**config.mk**
```make
export PLATFORM = sky130hd
export DESIGN_NAME = calendar_engine_flat
export DESIGN_NICKNAME = d
export VERILOG_FILES = /design/src/rtl/calendar_engine_if.sv /design/src/rtl/calendar_engine.sv /design/src/flat_wrapper.sv
export SDC_FILE = /design/constraint.sdc
export NUM_CORES = 1
export LEC_CHECK = 0
export ABC_AREA = 0
export ABC_CLOCK_PERIOD_IN_PS = 16600
export BUFFER_PORTS_ARGS = -buffer_cell sky130_fd_sc_hd__clkbuf_2
export CAP_MARGIN = 10
export CORE_ASPECT_RATIO = 0.6
export CORE_UTILIZATION = 30
export CTS_CLUSTER_DIAMETER = 30
export DETAILED_ROUTE_END_ITERATION = 12
export PLACE_DENSITY = 0.55
export SYNTH_ARGS = -nofsm -noshare
export SYNTH_HDL_FRONTEND = slang
export SYNTH_SLANG_ARGS = --single-unit
export TNS_END_PERCENT = 100
```
**constraint.sdc**
```tcl
create_clock -name clk -period 16.6 [get_ports clk]
set_clock_uncertainty 0.1 [all_clocks]
set_input_delay 3.32 -clock clk [delete_from_list [all_inputs] [get_ports clk]]
set_output_delay 3.32 -clock clk [all_outputs]
set_load 0.02 [all_outputs]
```
**src/rtl/calendar_engine_if.sv**
```systemverilog
// calendar_engine_if
//   Groups the calendar's stimulus and status signals.
//   master : timekeeping/host side; drives tick and the load request,
//            observes the current date and status.
//   slave  : calendar_engine side.
//   Signals:
//     tick                          advance one day (single-cycle pulse)
//     load, load_year/month/day     date load request and payload
//     year, month, day, day_of_week current date
//     leap, dow_valid, busy         status
//     load_err, month_wrap,
//     year_wrap                     one-cycle event pulses
//     pend_ovf                      sticky lost-tick flag
interface calendar_engine_if #(
  parameter int YEAR_W = 15
);
  logic              tick;
  logic              load;
  logic [YEAR_W-1:0] load_year;
  logic [3:0]        load_month;
  logic [4:0]        load_day;
  logic [YEAR_W-1:0] year;
  logic [3:0]        month;
  logic [4:0]        day;
  logic [2:0]        day_of_week;
  logic              leap;
  logic              dow_valid;
  logic              busy;
  logic              load_err;
  logic              month_wrap;
  logic              year_wrap;
  logic              pend_ovf;

  modport master (
    output tick, load, load_year, load_month, load_day,
    input  year, month, day, day_of_week, leap, dow_valid, busy,
           load_err, month_wrap, year_wrap, pend_ovf
  );

  modport slave (
    input  tick, load, load_year, load_month, load_day,
    output year, month, day, day_of_week, leap, dow_valid, busy,
           load_err, month_wrap, year_wrap, pend_ovf
  );
endinterface

```
**src/rtl/calendar_engine.sv**
```systemverilog
// calendar_engine
//   Day/month/year calendar with Gregorian leap rules, a validated date
//   load, and a multi-cycle day-of-week recompute after each load.
//   Ticks that arrive while the recompute runs are buffered and replayed.
//   Ports:
//     clk  system clock
//     rst  synchronous active-high reset
//     bus  calendar_engine_if.slave (tick/load in, date/status out)
//
//   state    | meaning
//   ---------+-----------------------------------------------------
//   S_IDLE   | date valid; ticks and buffered ticks advance the date
//   S_YEARS  | accumulate weekday offset over years BASE_YEAR..year-1
//   S_MONTHS | accumulate weekday offset over months 1..month-1
//   S_FINISH | add day offset, publish day_of_week
module calendar_engine #(
  parameter int YEAR_W    = 15,
  parameter int BASE_YEAR = 2000,
  parameter int BASE_DOW  = 6,
  parameter int PEND_W    = 4
) (
  input logic clk,
  input logic rst,
  calendar_engine_if.slave bus
);

  localparam logic [1:0] S_IDLE   = 2'd0;
  localparam logic [1:0] S_YEARS  = 2'd1;
  localparam logic [1:0] S_MONTHS = 2'd2;
  localparam logic [1:0] S_FINISH = 2'd3;

  localparam logic [YEAR_W-1:0] BASE_Y   = YEAR_W'(BASE_YEAR);
  localparam logic [YEAR_W-1:0] MAX_Y    = '1;
  localparam logic [PEND_W-1:0] PEND_MAX = '1;

  function automatic logic is_leap(input logic [YEAR_W-1:0] y);
    return ((y % 4) == 0 && (y % 100) != 0) || (y % 400) == 0;
  endfunction

  function automatic logic [4:0] dim(input logic [YEAR_W-1:0] y, input logic [3:0] m);
    case (m)
      4'd4, 4'd6, 4'd9, 4'd11: dim = 5'd30;
      4'd2:                    dim = is_leap(y) ? 5'd29 : 5'd28;
      default:                 dim = 5'd31;
    endcase
  endfunction

  function automatic logic [2:0] mod7(input logic [5:0] v);
    return 3'(v % 6'd7);
  endfunction

  logic [1:0]        state;
  logic [YEAR_W-1:0] year, yc;
  logic [3:0]        month, mc;
  logic [4:0]        day;
  logic [2:0]        dow, acc;
  logic              dow_valid, load_err, month_wrap, year_wrap, pend_ovf;
  logic [PEND_W-1:0] pending;

  logic load_ok, idle, step, at_max, tick_lost;
  logic [4:0] cur_dim;

  assign idle    = (state == S_IDLE);
  assign cur_dim = dim(year, month);
  assign at_max  = (year == MAX_Y) && (month == 4'd12) && (day == 5'd31);

  assign load_ok = bus.load && (bus.load_year >= BASE_Y) &&
                   (bus.load_month >= 4'd1) && (bus.load_month <= 4'd12) &&
                   (bus.load_day != 5'd0) &&
                   (bus.load_day <= dim(bus.load_year, bus.load_month));

  // An accepted load takes the cycle, so a coincident tick is buffered.
  assign step      = idle && !load_ok && (bus.tick || pending != '0);
  assign tick_lost = bus.tick && (load_ok || !idle) && (pending == PEND_MAX);

  always_ff @(posedge clk) begin
    if (rst) begin
      state      <= S_IDLE;
      year       <= BASE_Y;
      month      <= 4'd1;
      day        <= 5'd1;
      dow        <= 3'(BASE_DOW);
      dow_valid  <= 1'b1;
      acc        <= 3'd0;
      yc         <= BASE_Y;
      mc         <= 4'd1;
      pending    <= '0;
      pend_ovf   <= 1'b0;
      load_err   <= 1'b0;
      month_wrap <= 1'b0;
      year_wrap  <= 1'b0;
    end else begin
      load_err   <= bus.load && !load_ok;
      month_wrap <= 1'b0;
      year_wrap  <= 1'b0;

      if (load_ok || !idle) begin
        if (bus.tick && pending != PEND_MAX)
          pending <= pending + 1'b1;
      end else if (pending != '0 && !bus.tick) begin
        pending <= pending - 1'b1;
      end

      // A tick lost in the same cycle as a load still counts as lost.
      if (load_ok)
        pend_ovf <= tick_lost;
      else if (tick_lost)
        pend_ovf <= 1'b1;

      if (load_ok) begin
        year      <= bus.load_year;
        month     <= bus.load_month;
        day       <= bus.load_day;
        dow_valid <= 1'b0;
        state     <= S_YEARS;
        acc       <= 3'(BASE_DOW);
        yc        <= BASE_Y;
      end else begin
        case (state)
          S_IDLE: begin
            if (step && !at_max) begin
              dow <= (dow == 3'd6) ? 3'd0 : dow + 3'd1;
              if (day < cur_dim) begin
                day <= day + 5'd1;
              end else begin
                day        <= 5'd1;
                month_wrap <= 1'b1;
                if (month == 4'd12) begin
                  month     <= 4'd1;
                  year      <= year + 1'b1;
                  year_wrap <= 1'b1;
                end else begin
                  month <= month + 4'd1;
                end
              end
            end
          end
          S_YEARS: begin
            if (yc < year) begin
              // 365 mod 7 = 1, plus one more for a leap year
              acc <= mod7(6'(acc) + 6'd1 + 6'(is_leap(yc)));
              yc  <= yc + 1'b1;
            end else begin
              mc    <= 4'd1;
              state <= S_MONTHS;
            end
          end
          S_MONTHS: begin
            if (mc < month) begin
              acc <= mod7(6'(acc) + 6'(dim(year, mc)));
              mc  <= mc + 4'd1;
            end else begin
              state <= S_FINISH;
            end
          end
          default: begin
            dow       <= mod7(6'(acc) + 6'(day) - 6'd1);
            dow_valid <= 1'b1;
            state     <= S_IDLE;
          end
        endcase
      end
    end
  end

  assign bus.year        = year;
  assign bus.month       = month;
  assign bus.day         = day;
  assign bus.day_of_week = dow;
  assign bus.leap        = is_leap(year);
  assign bus.dow_valid   = dow_valid;
  assign bus.busy        = !idle;
  assign bus.load_err    = load_err;
  assign bus.month_wrap  = month_wrap;
  assign bus.year_wrap   = year_wrap;
  assign bus.pend_ovf    = pend_ovf;

endmodule

```
**src/flat_wrapper.sv**
```systemverilog
// flat-port wrapper written by rule: the top's interface ports become plain ports
module calendar_engine_flat 
#(
  parameter int YEAR_W    = 15,
  parameter int BASE_YEAR = 2000,
  parameter int BASE_DOW  = 6,
  parameter int PEND_W    = 4
)
  (clk, rst, bus_tick, bus_load, bus_load_year, bus_load_month, bus_load_day, bus_year, bus_month, bus_day, bus_day_of_week, bus_leap, bus_dow_valid, bus_busy, bus_load_err, bus_month_wrap, bus_year_wrap, bus_pend_ovf);
  calendar_engine_if #(.YEAR_W(YEAR_W)) bus_i ();
  input logic clk;
  input logic rst;
  input wire logic [$bits(bus_i.tick)-1:0] bus_tick;
  input wire logic [$bits(bus_i.load)-1:0] bus_load;
  input wire logic [$bits(bus_i.load_year)-1:0] bus_load_year;
  input wire logic [$bits(bus_i.load_month)-1:0] bus_load_month;
  input wire logic [$bits(bus_i.load_day)-1:0] bus_load_day;
  output wire logic [$bits(bus_i.year)-1:0] bus_year;
  output wire logic [$bits(bus_i.month)-1:0] bus_month;
  output wire logic [$bits(bus_i.day)-1:0] bus_day;
  output wire logic [$bits(bus_i.day_of_week)-1:0] bus_day_of_week;
  output wire logic [$bits(bus_i.leap)-1:0] bus_leap;
  output wire logic [$bits(bus_i.dow_valid)-1:0] bus_dow_valid;
  output wire logic [$bits(bus_i.busy)-1:0] bus_busy;
  output wire logic [$bits(bus_i.load_err)-1:0] bus_load_err;
  output wire logic [$bits(bus_i.month_wrap)-1:0] bus_month_wrap;
  output wire logic [$bits(bus_i.year_wrap)-1:0] bus_year_wrap;
  output wire logic [$bits(bus_i.pend_ovf)-1:0] bus_pend_ovf;
  assign bus_i.tick = bus_tick;
  assign bus_i.load = bus_load;
  assign bus_i.load_year = bus_load_year;
  assign bus_i.load_month = bus_load_month;
  assign bus_i.load_day = bus_load_day;
  assign bus_year = bus_i.year;
  assign bus_month = bus_i.month;
  assign bus_day = bus_i.day;
  assign bus_day_of_week = bus_i.day_of_week;
  assign bus_leap = bus_i.leap;
  assign bus_dow_valid = bus_i.dow_valid;
  assign bus_busy = bus_i.busy;
  assign bus_load_err = bus_i.load_err;
  assign bus_month_wrap = bus_i.month_wrap;
  assign bus_year_wrap = bus_i.year_wrap;
  assign bus_pend_ovf = bus_i.pend_ovf;
  calendar_engine #(.YEAR_W(YEAR_W), .BASE_YEAR(BASE_YEAR), .BASE_DOW(BASE_DOW), .PEND_W(PEND_W)) u_core (.clk(clk), .rst(rst), .bus(bus_i));
endmodule
```
# After elaboration in Yosys (flattened, before gate mapping)
# Cells that the tools add are included.
# totals
mem_bits_rw	0
inputBits	28
mem_count	0
reg_bits	60
latch_bits	0
elab_cells	196
mem_bits_ro	0
# classes
n_bitwise	4
n_addsub	13
shifts	0
magnitude_cmp	7
n_mux	46
n_reduce_logical	65
n_mul	0
n_eq_ne	36
div	9
# ops
cell	count
32-bit logical NOT	6
15-bit by 7-bit remainder unit with 32-bit output, second input constant	3
15-bit by 9-bit remainder unit with 32-bit output, second input constant	3
32-bit nonzero test	3
15-bit 2-to-1 mux	5
4-bit 2-to-1 mux	10
5-bit 2-to-1 mux	8
4-bit equality test, second input constant	8
15-bit by 1-bit adder with 15-bit output, second input constant	2
5-bit one-hot mux with 2 select lines	3
4-bit by 3-bit equality test with 1-bit output, second input constant	6
1-bit logical AND	18
6-bit by 3-bit remainder unit with 6-bit output, second input constant	3
3-bit AND reduction	6
4-bit OR reduction	4
15-bit equality test, second input constant	1
15-bit by 11-bit >= comparator with 1-bit output, second input constant	1
15-bit < comparator	1
3-bit 2-to-1 mux	5
3-bit by 5-bit adder with 6-bit output	2
4-bit by 1-bit adder with 4-bit output, second input constant	3
4-bit by 2-bit equality test with 1-bit output, second input constant	3
3-bit one-hot mux with 2 select lines	2
2-bit nonzero test	6
other kinds (36)	68

# Longest topological paths before layout
# Gate-level depths: netlist of run 1.
# logic_depth
word_depth	15
depth_mapped	53
mapped_depth_nobuf	49

# Worst setup path before layout of run 1
# OpenSTA, ideal clock, no wires.
# synth_timing
path_kind	in2reg
from	in bus_load_year[10]
to	reg u_core.year[9] (netlist: u_core.bus.year[9])
path_stages	35
arrival_time_ps	12305
setup_slack_ps	4074
required_ps	16378
path_buffers	2
cell_sequence	nor3_1 nor2_1 ha_1 o32a_1 and2_1 buf_2 o32ai_1 a21oi_1 o31ai_2 nor2_1 or3_1 a311o_1 a31oi_1 or3_1 a31oi_1 a221oi_2 o211ai_1 or3_1 a211oi_1 and4_1 a21oi_1 xor2_1 or3b_1 a21oi_1 o311a_1 a21oi_1 ha_1 and2_1 o311ai_1 nand2_1 nor2_2 o21ai_2 buf_2 or2_1 o311a_1
# synth_via
elab_chain_cells	14
word_cells_on_any_way	25
classes_between	2 x div; 2 x order compare; 1 x eq/ne; 3 x mux; 17 x reduce/logical
# synth_rtl
item	line_no	text
start, declared	flat_wrapper.sv:15	input wire logic [$bits(bus_i.load_year)-1:0] bus_load_year;
15-bit by 7-bit remainder unit with 32-bit output	calendar_engine.sv:37	return ((y % 4) == 0 && (y % 100) != 0) || (y % 400) == 0;
32-bit nonzero test	calendar_engine.sv:37	
1-bit logical AND	calendar_engine.sv:37	
1-bit logical OR	calendar_engine.sv:37	
1-bit 2-to-1 mux	calendar_engine.sv:43	4'd2: dim = is_leap(y) ? 5'd29 : 5'd28;
5-bit one-hot mux with 2 select lines	calendar_engine.sv:41	case (m)
5-bit <= comparator	calendar_engine.sv:70	(bus.load_day <= dim(bus.load_year, bus.load_month));
1-bit logical AND (*)	calendar_engine.sv:69	(bus.load_day != 5'd0) &&
1-bit logical NOT	calendar_engine.sv:73	assign step = idle && !load_ok && (bus.tick || pending != '0);
1-bit logical AND (2 in a row)	calendar_engine.sv:73	
1-bit logical AND	calendar_engine.sv:121	if (step && !at_max) begin
2-bit nonzero test (no source line)	n/a	
4-bit AND reduction (no source line)	n/a	
end signal, assigned	calendar_engine.sv:111	year <= bus.load_year;
end signal, assigned	calendar_engine.sv:130	year <= year + 1'b1;
end, declared	calendar_engine.sv:53	logic [YEAR_W-1:0] year, yc;
# Every way passes the cells marked *; elsewhere a longest branch is shown, timed or not.
# A chain may end at the register's enable or synchronous reset.

# Final worst setup path of run 1
# layout_timing
from	in bus_load_year[11]
to	reg u_core.year[13] (netlist: u_core.bus.year[13])
# Same word-level chain as after synthesis.

==> impl_metrics.csv, run 1 <==
group,metric,value,unit
clock_network,numCtsBuffers,9,
sta,finalCritPeriodShare,83.2,%
setup_path,max_stage_delay,0.64,ns
clock_network,clock-sinks,60,
setup_path,crit_arrival,13.96,ns
yosys,synth-adder-area-share,8.96,%
layout,fin_area,0.0115,mm²
yosys,syn_inst,1498,
layout,drive_gt1_share,10.9,%
clock_network,post_cts_resized,0,
placement,numPortBuffers,61,
setup_path,rr_endpoint,"u_core.acc[1]$_SDFFE_PP0P_",
sta,rsz0062_at_grt,"false",
layout,final_net_count,1589,
setup_path,crit_path_start,"bus_load_year[11]",
setup_path,r2r-start,"u_core.yc[11]$_SDFFE_PP0P_",
yosys,synthSimpleGateAreaFrac,28.0,%
yosys,synth_xor_area_share,6.60,%
routing,drc,0,
setup_path,start_kind,"input pin",
outcome,status,"completed",
yosys,syn_area,0.0106,mm²
clock_network,clk_pin_slew,0.06,ns
sta,max_freq,0.0724,GHz
pwr,pwr-share-clk,13.5,%
yosys,ys_seq_area_share,11.3,%
sta,finalSetupViolations,0,
setup_path,criticalPathCategory,"input pin to flip-flop",
clock_network,root_buffer,"clkbuf_16",
die,die_area,0.0361,mm²
clock_network,clk_latency,0.34,ns
grt,grt_pass1_vias,10200,
grt,antenna_found_initial,0,
grt,groute.usage.overall,18.6,%
yosys,yosys_warnings,0,
setup_path,path_common_cell,"a21oi_1",
yosys,synth_top_family_by_area,"compound AO/OA/AOI/OAI gates",
routing,drt_first_pass_iters,6,
pwr,vdd_drop_max,0.139,mV
run,maxCapViolCount,0,
sta,worst_slew_pin_slew,1.10,ns
placement,gp_congestion,0.955,
pwr,pwr-share-comb,73.6,%
setup_path,crit_required,16.75,ns
die,die_w,245,µm
routing,wl,34100,µm
routing,antenna_left,0,
setup_path,cp-end-kind,"flip-flop",
grt,overflow,0,
yosys,synthesis.nets,1592,
routing,avgRoutedWirePerCell,17.4,µm
placement,placed_area,0.0112,mm²
routing,vias,11700,
pwr,switching_share,52.5,%
yosys,synth_compound_area_share,35.4,%
layout,num_antenna_cells,0,
pwr,p_per_area,133,mW/mm²
sta,fin_crit,13.81,ns
clock_network,post-cts-setup-buffer-count,0,
routing,drtIter0Drc,1317,
clock_network,cts_tree,"done",
sta,slew_viol_final,0,
die,std_cell_rows,52,
yosys,async_reset_ff_share,0,%
pwr,seqPwrFrac,12.9,%
setup_path,slowest_stage,"a221oi_2",
grt,grt_start_max_net_pins,43,
placement,hpwl,26600,µm
yosys,synth-edff-count,0,
yosys,synthMuxAreaShare,3.77,%
sta,hold_viol,0,
yosys,ys_seq_elements,60,
routing,via_per_inst,5.97,
pwr,power.leakage,4.34,nW
hold_path,hold_path.class,"flip-flop to flip-flop",
layout,multi_input_area,0.00878,mm²
yosys,synth_ff_type,"dfxtp_1",
pwr,power,1.53,mW
pwr,switchingPower,0.801,mW
clock_network,cts_hold_buf,0,
setup_path,crit_end,"u_core.bus.year[13]$_SDFFE_PP0P_",
die,io-pin-count,62,
layout,seqCellArea,0.00120,mm²
layout,syn_to_final_growth,8.67,%
die,die_h,148,µm
pwr,intPower,0.725,mW
yosys,synth_area_per_cell,7.07,µm²
die,coreArea,0.0342,mm²
setup_path,reg2reg_depth,45,
sta,finalSetupTns,0,ns
clock_network,cts-htree-levels,3,
layout,n_fill_cell,3666,
clock_network,clock_path_buffers,2,
grt,grt_pass1_wl,55300,µm
setup_path,worst-path-max-fanout,36,
setup_path,r2r_slack,4.15,ns
die,start_util,30.9,%
sta,slew_headroom,26.1,%
yosys,ys_types,119,
## placed cells by master, fill, tap and decap left out, types with 17 or more instances in the layout
cell type / Yosys / layout
a211oi_1: 22 / 22
a21o_1: 17 / 17
a21oi_1: 99 / 99
a31oi_1: 25 / 25
and3_1: 17 / 17
clkbuf_2: 1 / 61
dfxtp_1: 60 / 60
ha_1: 63 / 63
inv_1: 67 / 67
mux2i_1: 25 / 25
nand2_1: 121 / 121
nand3_1: 51 / 51
nand4_1: 17 / 17
nor2_1: 139 / 139
nor3_1: 61 / 60
nor4_1: 23 / 23
o211ai_1: 23 / 23
o21a_1: 17 / 17
o21ai_0: 94 / 94
o31ai_1: 23 / 23
or3_1: 33 / 33
xnor2_1: 59 / 59
## registers in the layout (all words and copies together), names as in the netlist
| signal | cells |
|---|---|
| u_core.acc | 3 |
| u_core.bus.day | 5 |
| u_core.bus.day_of_week | 3 |
| u_core.bus.dow_valid | 1 |
| u_core.bus.load_err | 1 |
| u_core.bus.month | 4 |
| u_core.bus.month_wrap | 1 |
| u_core.bus.pend_ovf | 1 |
| u_core.bus.year | 15 |
| u_core.bus.year_wrap | 1 |
| u_core.mc | 4 |
| u_core.pending | 4 |
| u_core.state | 2 |
| u_core.yc | 15 |
## logic make-up after synthesis
kind of cell             Yosys count
adder cells (fa/ha/maj)           76
AND/OR/NAND/NOR                  576
XOR/XNOR                          76
flip-flops                        60
multiplexers                      38
AO/OA/AOI/OAI                    518
buffers and inverters            154
## Yosys cell counts (all sizes together), types with 13 or more instances
library cell,number,area share [%]
inv,68,2.4
nand2,122,4.4
nand2b,16,0.95
and3,18,1.1
o211ai,23,1.6
o31ai,25,1.9
nand4,18,1.2
a31oi,25,1.5
buf,20,1.2
or2,21,1.2
xor2,15,1.3
o22ai,13,0.83
nor2,141,5.0
clkbuf,61,2.2
o21a,17,1.2
nand3,52,2.5
ha,63,7.4
o21ai,101,4.8
a21oi,102,4.9
a21o,17,1.2
mux2i,26,2.5
and2,17,1.0
nor3,63,3.1
dfxtp,60,11
or3,35,2.2
xnor2,61,5.3
a211o,15,1.2
o31a,13,1.1
a211oi,24,1.8
nor4,25,1.7
## power groups by stage
stage	clock network, mW	logic, mW	registers, mW
final	0.207	1.12	0.196
after global routing	0.217	1.24	0.200
after CTS	0.210	1.10	0.195
after detailed placement	0	1.09	0.198
after global placement	0	1.08	0.197
after floorplan	0	0.868	0.193
## per-stage QoR
stage	std cells	hold slack (ns)	utilization, %	worst slack, ns
3_5_place_dp	1943	0.417	32.7	2.72
2_1_floorplan	1498	0.382	-	4.07
3_3_place_gp	1943	0.407	32.7	3.04
6_report	1959	0.436	33.6	2.79
5_1_grt	1959	0.460	33.6	1.94
4_1_cts	1959	0.424	33.6	3.02
## layer usage
metal  track usage [%]  routed length [µm]
met1              30.5               18300
met2              24.6               12900
met3              2.98                2660
met4              2.69                 188
met5                 0                   0
## critical path, delay by kind of cell
family	cells	cell delay (ns)
compound gates	17	5.35
xor+xnor	1	0.18
fa+ha+maj	2	0.51
buf+inv	2	0.44
simple gates	13	4.13
## worst min-delay path by stage
| stage | slack, ns | to | cells past startpoint | startpoint |
|---|---|---|---|---|
| 2_1_floorplan | 0.38 | u_core.yc[1]$_SDFFE_PP0P_ | 2 | u_core.yc[1]$_SDFFE_PP0P_ |
| 3_3_place_gp | 0.41 | u_core.yc[1]$_SDFFE_PP0P_ | 2 | u_core.yc[1]$_SDFFE_PP0P_ |
| 3_5_place_dp | 0.42 | u_core.yc[1]$_SDFFE_PP0P_ | 2 | u_core.yc[1]$_SDFFE_PP0P_ |
| 4_1_cts | 0.42 | u_core.yc[1]$_SDFFE_PP0P_ | 2 | u_core.yc[1]$_SDFFE_PP0P_ |
| 5_1_grt | 0.46 | u_core.yc[1]$_SDFFE_PP0P_ | 2 | u_core.yc[1]$_SDFFE_PP0P_ |
| 6_report | 0.44 | u_core.bus.year[1]$_SDFFE_PP0P_ | 2 | u_core.bus.year[1]$_SDFFE_PP0P_ |
## final cells by class
cell class	count	area share, %
Clock inverter	7	0.859
Multi-Input combinational cell	1284	76.3
Clock buffer	9	1.96
Timing Repair Buffer	67	3.04
Inverter	73	2.38
Sequential cell	60	10.4
Tap cell	459	4.99
Power figures use the tool's default switching activity.
==> run 2, diff against run 1 <==
--- a/config.mk
+++ b/config.mk
@@ -6,14 +6,14 @@
 export NUM_CORES = 1
 export LEC_CHECK = 0
 export ABC_AREA = 0
-export ABC_CLOCK_PERIOD_IN_PS = 16600
+export ABC_CLOCK_PERIOD_IN_PS = 12100
 export BUFFER_PORTS_ARGS = -buffer_cell sky130_fd_sc_hd__clkbuf_2
 export CAP_MARGIN = 10
 export CORE_ASPECT_RATIO = 0.6
 export CORE_UTILIZATION = 30
 export CTS_CLUSTER_DIAMETER = 30
 export DETAILED_ROUTE_END_ITERATION = 12
-export PLACE_DENSITY = 0.55
+export PLACE_DENSITY = 0.57
 export SYNTH_ARGS = -nofsm -noshare
 export SYNTH_HDL_FRONTEND = slang
 export SYNTH_SLANG_ARGS = --single-unit
==> constraint.sdc (replaced) <==
create_clock -name clk -period 12.1 [get_ports clk]
set_clock_uncertainty 0.1 [all_clocks]
set_input_delay 2.42 -clock clk [delete_from_list [all_inputs] [get_ports clk]]
set_output_delay 2.42 -clock clk [all_outputs]
set_load 0.02 [all_outputs]
==> impl_metrics.csv, run 2 (same netlist as run 1, synthesis figures left out) <==
group,metric,value,unit
outcome,status,"completed",
layout,final_common_cell,"nor2_1",
clock_network,clock_path_buffers,2,
sta,finalCritPeriodShare,95.0,%
setup_path,cp-end-kind,"flip-flop",
sta,finalSetupViolations,0,
setup_path,criticalPathCategory,"input pin to flip-flop",
placement,placed_area,0.0114,mm²
clock_network,cts_tree,"done",
pwr,power.leakage,4.54,nW
setup_path,start_kind,"input pin",
hold_path,whs_endpoint,"u_core.bus.dow_valid$_SDFFE_PP1P_",
setup_path,slowest_stage,"nor2_1",
run,maxCapViolCount,0,
sta,slew_viol_final,0,
placement,numPortBuffers,61,
layout,syn_to_final_growth,12.6,%
setup_path,r2r-start,"u_core.yc[10]$_SDFFE_PP1P_",
routing,drc,0,
setup_path,crit_required,12.24,ns
layout,instances_no_fill,1997,
pwr,power,2.14,mW
clock_network,cts_hold_buf,0,
hold_path,hold_path_depth,2,
sta,fin_crit,11.49,ns
grt,groute.usage.overall,18.7,%
setup_path,worst-path-max-fanout,22,
clock_network,cts-htree-levels,3,
placement,dp.cells,1978,
placement,hpwl,27300,µm
routing,wl,35000,µm
die,io-pin-count,62,
layout,num_antenna_cells,0,
die,start_util,30.9,%
routing,avgRoutedWirePerCell,17.5,µm
layout,n_fill_cell,3627,
hold_path,worstHoldStart,"u_core.bus.dow_valid$_SDFFE_PP1P_",
routing,via_per_inst,5.92,
grt,grt_start_max_net_pins,43,
clock_network,clk_pin_slew,0.05,ns
pwr,p_per_area,180,mW/mm²
sta,hold_viol,0,
grt,antenna_found_initial,0,
grt,grt_pass1_wl,55800,µm
pwr,vdd_drop_max,0.202,mV
grt,grt_pass1_vias,10300,
grt,overflow,0,
setup_path,crit_arrival,11.63,ns
sta,slew_headroom,39.9,%
sta,hold_ws,0.430,ns
die,coreArea,0.0342,mm²
clock_network,clock-sinks,60,
placement,gp_congestion,0.960,
die,die_w,245,µm
routing,drt_first_pass_iters,6,
die,die_h,148,µm
sta,worst_slew_pin_slew,0.901,ns
setup_path,max_stage_delay,0.48,ns
routing,vias,11800,
clock_network,clk_latency,0.33,ns
hold_path,hold_path.class,"flip-flop to flip-flop",
layout,fin_area,0.0119,mm²
clock_network,numCtsBuffers,9,
die,std_cell_rows,52,
setup_path,path_common_cell,"buf_4",
setup_path,r2r_slack,0.88,ns
setup_path,rr_endpoint,"u_core.acc[1]$_SDFFE_PP0P_",
layout,drive_gt1_share,14.4,%
routing,drtIter0Drc,1235,
die,die_area,0.0361,mm²
sta,finalSetupTns,0,ns
layout,mostFrequentLayoutCells,"139 x nor2_1, 121 x nand2_1, 96 x a21oi_1",
sta,max_freq,0.0870,GHz
layout,reg_top3,"u_core.bus.year (15), u_core.yc (15), u_core.bus.day (5)",
routing,antenna_left,0,
sta,rsz0062_at_grt,"false",
layout,final_net_count,1627,
clock_network,root_buffer,"clkbuf_16",
setup_path,reg2reg_depth,48,
==> run 2: worst max path at each step <==
stage	from	to	slack, ns	cells after the start
floorplan	bus_load_year[10]	u_core.bus.year[9]$_SDFFE_PP1P_	0.47	35
global placement	bus_load_year[11]	u_core.pending[3]$_SDFFE_PP0P_	0.44	40
detailed placement	bus_load_year[11]	u_core.bus.month[2]$_SDFFE_PP0P_	0.22	36
CTS	bus_load_year[11]	u_core.bus.month[2]$_SDFFE_PP0P_	0.52	36
global route	u_core.yc[10]$_SDFFE_PP1P_	u_core.acc[1]$_SDFFE_PP0P_	0.005	49
finish	bus_load_year[11]	u_core.bus.year[2]$_SDFFE_PP0P_	0.61	37
==> run 2: critical path: cells and delay by family <==
kind                     cells  cell delay, ns
buffers and inverters        4            0.88
adder cells (fa/ha/maj)      3            0.87
AO/OA/AOI/OAI               16            3.77
XOR/XNOR                     1            0.18
AND/OR/NAND/NOR             13            3.51
==> run 2: final cells by class <==
| cell class | instances | area (µm²) | area share, % |
|---|---|---|---|
| Multi-Input combinational cell | 1285 | 8930 | 74.9 |
| Timing Repair Buffer | 104 | 628 | 5.27 |
| Tap cell | 459 | 574 | 4.82 |
| Clock buffer | 12 | 246 | 2.07 |
| Inverter | 73 | 274 | 2.30 |
| Clock inverter | 4 | 72.6 | 0.608 |
| Sequential cell | 60 | 1200 | 10.1 |
==> run 2: stage by stage <==
| stage | setup slack [ns] | utilization [%] |
|---|---|---|
| floorplan | 0.474 | - |
| global placement | 0.438 | 33.4 |
| detailed placement | 0.218 | 33.4 |
| CTS | 0.516 | 34.4 |
| global route | 0.00499 | 34.8 |
| finish | 0.611 | 34.8 |
==> run 2: power by group <==
group,leakage [nW],switching (mW),internal (mW)
registers,0.492,0.0440,0.221
clock network,0.153,0.0928,0.186
logic,3.89,0.977,0.622
==> run 2: layer usage <==
layer / wire [µm] / share of wire (%) / global-route usage [%] / up-vias
li1: - / - / - / 5795
met1: 18600 / 53 / 30.4 / 5516
met2: 13200 / 38 / 24.9 / 483
met3: 2990 / 8.6 / 3.85 / 21
met4: 192 / 0.55 / 1.94 / 0
met5: 0 / 0 / 0 / -
==> run 2: what timing repair did <==
item | 4_1_cts | 5_1_grt
endpoints found under the hold margin | 0 | 0
resized for setup | 0 | 28
endpoints found under the setup margin | 0 | 39
buffers inserted | 0 | 2
==> run 3, diff against run 2 <==
--- a/config.mk
+++ b/config.mk
@@ -13,6 +13,7 @@
 export CORE_UTILIZATION = 30
 export CTS_CLUSTER_DIAMETER = 30
 export DETAILED_ROUTE_END_ITERATION = 12
+export GPL_TIMING_DRIVEN = 0
 export PLACE_DENSITY = 0.57
 export SYNTH_ARGS = -nofsm -noshare
 export SYNTH_HDL_FRONTEND = slang
==> impl_metrics.csv, run 3 (same netlist as run 1, synthesis figures left out) <==
group,metric,value,unit
outcome,status,"completed",
pwr,power,2.17,mW
setup_path,crit_arrival,11.81,ns
layout,final_net_count,1669,
sta,finalCritPeriodShare,96.8,%
grt,grtUsageMet3,3.30,%
routing,antenna_left,0,
grt,groute.usage.overall,19.9,%
routing,via_per_inst,6.03,
clock_network,cts-htree-levels,3,
sta,slew_viol_final,0,
setup_path,start_kind,"input pin",
die,std_cell_rows,52,
setup_path,slowest_stage,"o32a_1",
grt,grt_busiest_layer,"met1",
pwr,switchingPower,1.15,mW
die,die_w,245,µm
grt,overflow,0,
die,coreArea,0.0342,mm²
grt,antenna_found_initial,0,
setup_path,max_stage_delay,0.44,ns
sta,fin_crit,11.71,ns
routing,avgRoutedWirePerCell,18.2,µm
clock_network,clk_latency,0.34,ns
routing,wl,37100,µm
clock_network,clock_path_buffers,2,
die,start_util,30.9,%
sta,worst_slew_pin_slew,0.906,ns
hold_path,worstHoldStart,"u_core.yc[1]$_SDFFE_PP0P_",
layout,syn_to_final_growth,14.8,%
setup_path,rr_endpoint,"u_core.acc[1]$_SDFFE_PP0P_",
routing,drt_first_pass_iters,6,
clock_network,clock-sinks,60,
setup_path,crit_required,12.20,ns
pwr,switching_share,53.2,%
grt,grt_pass1_wl,58900,µm
layout,final_common_cell,"nor2_1",
setup_path,worst-path-max-fanout,10,
hold_path,hold_path_depth,2,
clock_network,cts_tree,"done",
sta,finalSetupViolations,0,
clock_network,clk_pin_slew,0.06,ns
placement,gp_congestion,0.925,
setup_path,path_common_cell,"a21oi_1",
layout,utilization,35.5,%
routing,drtIter0Drc,1523,
pwr,intPower,1.02,mW
pwr,pwr-share-clk,11.7,%
pwr,p_per_area,178,mW/mm²
placement,dp_slack,-1.94,ns
die,die_area,0.0361,mm²
setup_path,r2r-start,"u_core.yc[10]$_SDFFE_PP1P_",
layout,mostFrequentLayoutCells,"139 x nor2_1, 120 x nand2_1, 94 x a21oi_1",
sta,slew_headroom,39.1,%
setup_path,criticalPathCategory,"input pin to flip-flop",
grt,use_met1,32.6,%
placement,numPortBuffers,56,
setup_path,cp-end-kind,"flip-flop",
setup_path,reg2reg_depth,48,
layout,reg_top3,"u_core.bus.year (15), u_core.yc (15), u_core.bus.day (5)",
pwr,vdd_drop_max,0.219,mV
setup_path,r2r_slack,0.76,ns
pwr,pwr-share-comb,76.5,%
sta,hold_viol,0,
routing,vias,12300,
pwr,seqPwrFrac,11.8,%
grt,grt_pass1_vias,10700,
routing,drc,0,
clock_network,root_buffer,"clkbuf_16",
setup_path,crit_path_start,"bus_load_year[11]",
die,io-pin-count,62,
hold_path,hold_path.class,"flip-flop to flip-flop",
run,maxCapViolCount,0,
hold_path,whs_endpoint,"u_core.yc[1]$_SDFFE_PP0P_",
grt,use_met2,26.5,%
sta,max_freq,0.0854,GHz
pwr,power.leakage,4.54,nW
placement,hpwl,28900,µm
die,die_h,148,µm
grt,grt_start_max_net_pins,11,
layout,num_antenna_cells,0,
clock_network,numCtsBuffers,9,
layout,drive_gt1_share,13.9,%
sta,fin_ws,0.389,ns
-- run 3: cell count changes in the layout (fill, tap and decap cells not counted), moves of 3 or more --
cell      before  now
a31oi_2        1    4
clkbuf_1       2   58
buf_4         43   15
buf_2          0   11
a31oi_1       24   20
-- run 3: layer usage --
metal / share of wire (%) / up-vias
li1: - / 5869
met5: 0 / -
met4: 0.80 / 0
met1: 52 / 5854
met3: 9.3 / 25
met2: 38 / 556
-- run 3: critical path, delay by kind of cell --
kind / cells / cell delay (ns)
buf+inv: 4 / 0.74
fa+ha+maj: 2 / 0.50
xor+xnor: 1 / 0.18
simple gates: 12 / 3.27
compound gates: 18 / 4.69
-- run 3: timing repair --
action                                  in CTS  in global routing
setup buffers                                0                 10
endpoints found under the setup margin      58                 58
pin swaps                                    0                  8
hold buffers                                 0                  0
gates resized for setup                     11                 53
-- run 3: how the worst max path moves through the flow --
stage | endpoint | cells past startpoint | slack [ns]
finish | u_core.bus.year[8]$_SDFFE_PP1P_ | 37 | 0.39
detailed placement | u_core.bus.year[10]$_SDFFE_PP1P_ | 38 | -1.94
global route | u_core.bus.month[2]$_SDFFE_PP0P_ | 37 | -0.01
floorplan | u_core.bus.year[9]$_SDFFE_PP1P_ | 35 | 0.47
global placement | u_core.bus.year[10]$_SDFFE_PP1P_ | 37 | -1.72
CTS | u_core.bus.year[8]$_SDFFE_PP1P_ | 36 | 0.02
-- run 3: power groups by stage --
stage,Combinational [mW],Clock (mW),Sequential [mW]
2_1_floorplan,1.19,0,0.265
3_3_place_gp,1.50,0,0.258
3_5_place_dp,1.54,0,0.259
4_1_cts,1.56,0.257,0.255
5_1_grt,1.81,0.265,0.260
6_report,1.66,0.253,0.256
-- run 3: area by class of cell --
| type | count | area, µm² |
|---|---|---|
| clock buffers | 12 | 267 |
| well taps | 459 | 574 |
| fillers | 3694 | 22100 |
| clock inverters | 4 | 22.5 |
| flip-flops and latches | 60 | 1200 |
| multi-input cells | 1284 | 9100 |
| plain buffers | 81 | 355 |
| inverters | 73 | 274 |
| repair buffers | 66 | 355 |
-- run 3: metrics by stage --
stage	area (µm²)	instances	hold slack (ns)	setup TNS, ns
floorplan	10600	1498	0.382	0
global placement	11400	2013	0.409	-58.06
detailed placement	11400	2013	0.412	-71.41
CTS	11800	2029	0.420	0
global route	12200	2039	0.476	-0.0216
finish	12200	2039	0.419	0
